<file path="config.mk">
export PLATFORM = sky130hd
export DESIGN_NAME = tick_gen
export DESIGN_NICKNAME = d
export VERILOG_FILES = /design/src/rtl/tick_gen.sv
export SDC_FILE = /design/constraint.sdc
export NUM_CORES = 1
export LEC_CHECK = 0
export CAP_MARGIN = 20
export CORE_MARGIN = 5
export CORE_UTILIZATION = 48
export CTS_CLUSTER_SIZE = 10
export DETAILED_ROUTE_END_ITERATION = 10
export PLACE_DENSITY = 0.75
export SYNTH_ARGS = -nofsm -noshare
export SYNTH_HDL_FRONTEND = slang
export SYNTH_SLANG_ARGS = --single-unit
</file>
<file path="constraint.sdc">
create_clock -name clk -period 8.7 [get_ports clk]
set_input_delay 1.74 -clock clk [delete_from_list [all_inputs] [get_ports clk]]
set_output_delay 1.74 -clock clk [all_outputs]
set_load 0.02 [all_outputs]
</file>
<file path="src/rtl/tick_gen.sv">
// tick_gen: bank of independent clock-enable dividers with glitch-free reconfiguration.
//
// Each channel counts enabled cycles modulo its divisor D. In pulse mode it emits a
// one-cycle pulse every D enabled cycles. In square mode it emits a wave that is high
// for ceil(D/2) cycles and low for floor(D/2) cycles. New {divisor, mode} settings are
// staged in a per-channel shadow register. They take effect only at a terminal count,
// or while the channel is disabled, so a period is never cut short.
//
// Ports:
//   clk       rising-edge clock
//   rst       synchronous active-high reset
//   en        per-channel count enable
//   cfg_we    configuration write strobe (one cycle)
//   cfg_ch    target channel of the write
//   cfg_div   new divisor D (period in clk cycles), must be >= 2
//   cfg_mode  new mode: 0 = pulse, 1 = square
//   out       registered per-channel divided output
//   pend      per-channel flag: a shadow configuration is waiting to be applied
//   cfg_err   one-cycle pulse: the previous-cycle write was rejected
module tick_gen #(
  parameter int unsigned CH      = 4,
  parameter int unsigned CW      = 16,
  parameter int unsigned DEF_DIV = 500,
  localparam int unsigned CHW    = (CH > 1) ? $clog2(CH) : 1
) (
  input  logic           clk,
  input  logic           rst,
  input  logic [CH-1:0]  en,
  input  logic           cfg_we,
  input  logic [CHW-1:0] cfg_ch,
  input  logic [CW-1:0]  cfg_div,
  input  logic           cfg_mode,
  output logic [CH-1:0]  out,
  output logic [CH-1:0]  pend,
  output logic           cfg_err
);

  localparam logic [CW-1:0] DefDiv = CW'(DEF_DIV);

  // Per-channel state
  logic [CW-1:0] div_q  [CH];
  logic [CW-1:0] div_d  [CH];
  logic [CW-1:0] cnt_q  [CH];
  logic [CW-1:0] cnt_d  [CH];
  logic [CW-1:0] sdiv_q [CH];
  logic [CW-1:0] sdiv_d [CH];
  logic [CH-1:0] mode_q, mode_d;
  logic [CH-1:0] smode_q, smode_d;
  logic [CH-1:0] pend_q, pend_d;
  logic [CH-1:0] out_q, out_d;
  logic          cfg_err_q, cfg_err_d;

  // Per-channel decode
  logic [CH-1:0] tc;
  logic [CH-1:0] apply;
  logic [CH-1:0] wr_sel;
  logic          ch_ok;
  logic          accept;

  // When CH fills the select field every encoding is a valid channel, and the range
  // compare would be constant, so it is left out in that case.
  if (CH == (1 << CHW)) begin : g_ch_full
    assign ch_ok = 1'b1;
  end else begin : g_ch_part
    assign ch_ok = (cfg_ch < CHW'(CH));
  end

  assign accept    = cfg_we & ch_ok & (cfg_div >= CW'(2));
  assign cfg_err_d = cfg_we & ~accept;

  always_comb begin
    for (int unsigned i = 0; i < CH; i++) begin
      tc[i]     = (cnt_q[i] == div_q[i] - CW'(1));
      // A pending configuration may land at a period boundary or while the channel is
      // disabled; either way the output never sees a truncated period.
      apply[i]  = pend_q[i] & (tc[i] | ~en[i]);
      wr_sel[i] = accept & (cfg_ch == CHW'(i));
    end
  end

  always_comb begin
    for (int unsigned i = 0; i < CH; i++) begin
      // Counter
      cnt_d[i] = cnt_q[i];
      if (apply[i]) begin
        cnt_d[i] = '0;
      end else if (en[i]) begin
        cnt_d[i] = tc[i] ? '0 : cnt_q[i] + CW'(1);
      end

      // Active configuration loads from the shadow as it stood at the start of the cycle
      div_d[i]  = apply[i] ? sdiv_q[i]  : div_q[i];
      mode_d[i] = apply[i] ? smode_q[i] : mode_q[i];

      // Shadow: the last accepted write wins, even one arriving in the apply cycle
      sdiv_d[i]  = wr_sel[i] ? cfg_div  : sdiv_q[i];
      smode_d[i] = wr_sel[i] ? cfg_mode : smode_q[i];
      pend_d[i]  = wr_sel[i] | (pend_q[i] & ~apply[i]);

      // Output, computed from the configuration active in this cycle
      if (mode_q[i]) begin
        // High while cnt < ceil(D/2); extra bit keeps D+1 from overflowing
        out_d[i] = en[i] ? ({1'b0, cnt_q[i]} < (({1'b0, div_q[i]} + (CW+1)'(1)) >> 1))
                         : out_q[i];
      end else begin
        out_d[i] = en[i] & tc[i];
      end
    end
  end

  always_ff @(posedge clk) begin
    if (rst) begin
      for (int unsigned i = 0; i < CH; i++) begin
        div_q[i]  <= DefDiv;
        cnt_q[i]  <= '0;
        sdiv_q[i] <= DefDiv;
      end
      mode_q    <= '0;
      smode_q   <= '0;
      pend_q    <= '0;
      out_q     <= '0;
      cfg_err_q <= 1'b0;
    end else begin
      for (int unsigned i = 0; i < CH; i++) begin
        div_q[i]  <= div_d[i];
        cnt_q[i]  <= cnt_d[i];
        sdiv_q[i] <= sdiv_d[i];
      end
      mode_q    <= mode_d;
      smode_q   <= smode_d;
      pend_q    <= pend_d;
      out_q     <= out_d;
      cfg_err_q <= cfg_err_d;
    end
  end

  assign out     = out_q;
  assign pend    = pend_q;
  assign cfg_err = cfg_err_q;

endmodule
</file>
# Yosys cells after proc, flatten, opt, wreduce, memory -nomap -nowiden
# Memories as Yosys holds them, arrays and structs flattened.
# Cells that the tools add are included.
# classes
addsub,12
n_reduce_logical,1
magnitude_cmp,5
n_bitwise,47
mux,43
shifts,0
n_mul,0
div,0
eq_ne,11
# ops
op,count
$mux W16,32
$add A16 B1 Y17 const B,4
$add A16 B1 Y16 const B,4
$eq A16 B16 Y1,4
$lt A16 B16 Y1,4
$sub A16 B1 Y16 const B,4
$or A1 B1 Y1,20
$and A1 B1 Y1,18
$ge A16 B2 Y1 const B,1
$mux W1,11
$not A1 Y1,9
$ne A2 B2 Y1 const B,4
$eq A2 B2 Y1 const B,2
$eq A2 B1 Y1 const B,1
$logic_not A2 Y1,1
# word_totals
romBits,0
mem_bits_rw,192
inputBits,26
ff_bits,17
latchBits,0
memories,3
out_inout_bits,9
# mem_list
name,words,word_bits,rd,rd_ports_with_merged_regs,write_ports,line_no,rtl
cnt_q,4,16,4,0,4,43,logic [CW-1:0] cnt_q [CH];
div_q,4,16,4,0,4,41,logic [CW-1:0] div_q [CH];
sdiv_q,4,16,4,0,4,45,logic [CW-1:0] sdiv_q [CH];

# Longest topological paths before layout
# An unclocked memory read counts as a cell.
# logic_depth
word_depth,8
depth_mapped,15

# Least setup slack after synthesis
# Ideal clock, no wire load.
# synth_path
path_kind,input -> register
startpoint,in cfg_div[14]
endpoint,mem sdiv_q[0][0]
n_path_buf,2
arrival_time_ns,3.441
required_time_ns,8.572
slack_ns,5.132
setup_time_ns,0.128
stages,8
path_cell_list,nor4_1 -> nand4_1 -> nand2_1 -> nor3_1 -> clkbuf_1 -> buf_1 -> mux2i_1 -> nor2_1
# synth_rtl
item,line_no,rtl
"start, declared",31,"input logic [CW-1:0] cfg_div,"
"end, declared",45,

==> results.md <==
* Vias in the first global route at 10.5k
* Clock sink count at 209
* Final TNS setup at 0 ps
* Initial antenna violation count at 0
* Outcome: finished clean
* I/O Pins at 35
* Clock latency on the worst-skew pair at 520 ps
* Warnings, synthesis at 0
* Most frequent cells in the layout: dfxtp_1 (209), nand2_1 (176), nor2_1 (152), xor2_1 (107), nand2b_1 (84)
* Period utilization at 42.4%
* Post-Place Worst Slack at 4540 ps
* WP data required at 9110 ps
* Post-Syn Area at 13,300 sq um
* FP Rows at 61
* CTS Hold Bufs at 0
* Via density at 5.65
* GRT overflow at 0
* Power density over the cells at 143 nW/um^2
* Worst Max-Slew Pin Slew at 981 ps
* Yosys reg bits at 209
* Area added between synthesis and finish at 8.78%
* Synth cell types at 79
* Final instance area at 14,500 sq um
* Initial core utilization at 48.3%
* H-tree Lvls at 1
* GPL Wtd Cong at 0.876
* Crit path buf inv count at 1
* Final hold violations at 0
* Top FF cell, synth: dfxtp_1
* Ant diodes at 0
* CP Launch Type: primary input
* Crit path cell chain: clkdlybuf4s50_1, nor4_1, nand4_1, nand2_1, or3_1, nor2_1, a211o_1
* Post-DP Area at 13,700 sq um
* Critical path's top delay family: simple AND/OR/NAND/NOR gates
* First-pass GRT wire length at 52,000 um
* Sequential area share after synthesis at 31.4%
* Most common cell after layout, fill and taps aside: dfxtp_1
* Longest Clk Path Bufs at 3
* Slew Viols, Final at 0
* Reg2Reg Launch Point: div_q[1][0]
* Remaining DRCs at 0
* CTS Root Cell: clkbuf_16
* Share of layout cells above drive strength 1 at 4.47%
* Hold path start: mode_q[0]
* Final wirelength at 30,900 um
* Ys async rst share at 0%
* Maxcap violations at 0
* # nets final at 1,678
* Slowest stage delay, CP at 570 ps
* Post-cts resize count at 0
* Drt first pass iters at 6
* Core area at 27,600 sq um
* Post-synth EDFFs at 0
* GRT Overall Usage at 19.4%
* Worst Hold Class: register to register
* Max_slew headroom at 34.5%
* Filler cell count at 2,503
* Post-DP HPWL at 22,100 um
* DIE AREA at 31,200 sq um
* RSZ-0062 raised after global routing: no
* Worst vdd ir at 0.000175 V
* Clock Pin Slew Worst Setup and Hold Paths at 50 ps
* Largest net degree at the start of global routing at 210
* Post-CTS setup buffer count at 0
* Final ANT Viol Nets at 0
* Syn Area/Cell at 8.22 sq um
* Slack of the critical path at 5010 ps
* Endpoints failing setup at 0
* Num CTS Buffers at 26
* WL/cell at 15.7 um
* Syn Nets at 1,719
* Cell total after placement at 1,929
* Chip height at 177 um
* Fmax at 0.271 GHz
* Crit Path Max Fanout at 20
* Chip width at 177 um
* CP startpoint: cfg_div[10]
* CTS tree: yes
* Initial DRC count at 736
* Worst Path Arrival at 4100 ps
* Layout Cells excl Fill at 1,967
* Via count at 11.1k
* Port Buf Inserts at 34
* Clock Skews at 7.80 ps
* CP endpoint kind: register
* Setup Crit Path Kind: primary input to register
* Count of mapped cells out of synthesis at 1,621
* Slowest CP cell: or3_1
* Final Critical Period at 3690 ps
* Post-layout util at 52.6%
* Lkg Pwr at 5.60 nW
-- synthesized netlist by cell type (11+ instances only) --
cell,instances,area (sq um)
dfxtp_1,209,4180
nand2_1,176,661
nor2_1,152,571
xor2_1,107,937
clkbuf_1,87,327
nand2b_1,84,526
xnor2_1,75,657
mux2i_1,74,741
ha_1,72,901
nand3_1,63,315
nor3_1,53,265
a21oi_1,51,255
and3_1,34,213
inv_1,32,120
nand4_1,29,181
a211oi_1,26,195
nor4_1,22,138
o21ai_0,21,105
or3_1,21,131
a211o_1,17,149
a21o_1,16,120
nand3b_1,16,120
o211ai_1,15,113
nor2b_1,13,81.3
a31oi_1,11,68.8
buf_2,11,55.1
o221ai_1,11,96.3
-- area by class of cell --
cell class	count	area [sq um]	area share, %
multi-input combinational	1269	8540	58.9
sequential	209	4180	28.9
clock buffer	34	732	5.05
tap	378	473	3.26
timing repair buffer	42	425	2.94
inverter	32	120	0.829
clock inverter	3	17.5	0.121
-- worst register-to-register path, stage by stage, from the launching register on --
cell,delay (ps)
dfxtp_1,400
inv_1,100
ha_1,280
or4b_4,540
or4_4,500
or4_4,490
nand2_1,80
nand4_1,150
a21boi_2,510
buf_8,240
mux2i_1,220
-- report_power, final --
part | switching (mW) | internal [mW]
clock | 0.388 | 0.578
combinational | 0.0694 | 0.0493
sequential | 0.0176 | 0.976
total | 0.475 | 1.60
-- sequential cells by signal, indices dropped and copies added, names as in the netlist --
register / count
pend: 4
smode_q: 4
mode_q: 4
sdiv_q: 64
div_q: 64
cnt_q: 64
cfg_err: 1
out: 4
-- worst paths after layout --
check                      end  slack [ps]  cells after the start
setup / recovery  sdiv_q[2][7]        5010                      7
hold / removal          out[0]         450                      1
setup reg to reg   div_q[1][9]        5130                     10
hold reg to reg         out[0]         450                      1
-- cells by family after synthesis --
logic type | count (synthesis) | synth area share (%)
buffers and inverters | 143 | 4.59
adder cells (fa/ha/maj) | 72 | 6.76
AO/OA/AOI/OAI | 220 | 11.7
multiplexers | 74 | 5.56
flip-flops | 209 | 31.4
AND/OR/NAND/NOR | 721 | 28.0
XOR/XNOR | 182 | 12.0
-- metrics by stage --
stage / hold slack, ps / power [mW]
3_3_place_gp: 445 / 1.13
3_5_place_dp: 448 / 1.13
6_report: 454 / 2.08
2_1_floorplan: 425 / 1.09
5_1_grt: 473 / 2.16
4_1_cts: 455 / 2.10
-- per-layer routing --
layer  track usage (%)  share of wire (%)
met1              26.8                 47
met3              2.55                4.3
met4              4.16                1.8
met2              32.6                 47
met5                 0                  0
Note: power is estimated with default switching activity, not from simulation.
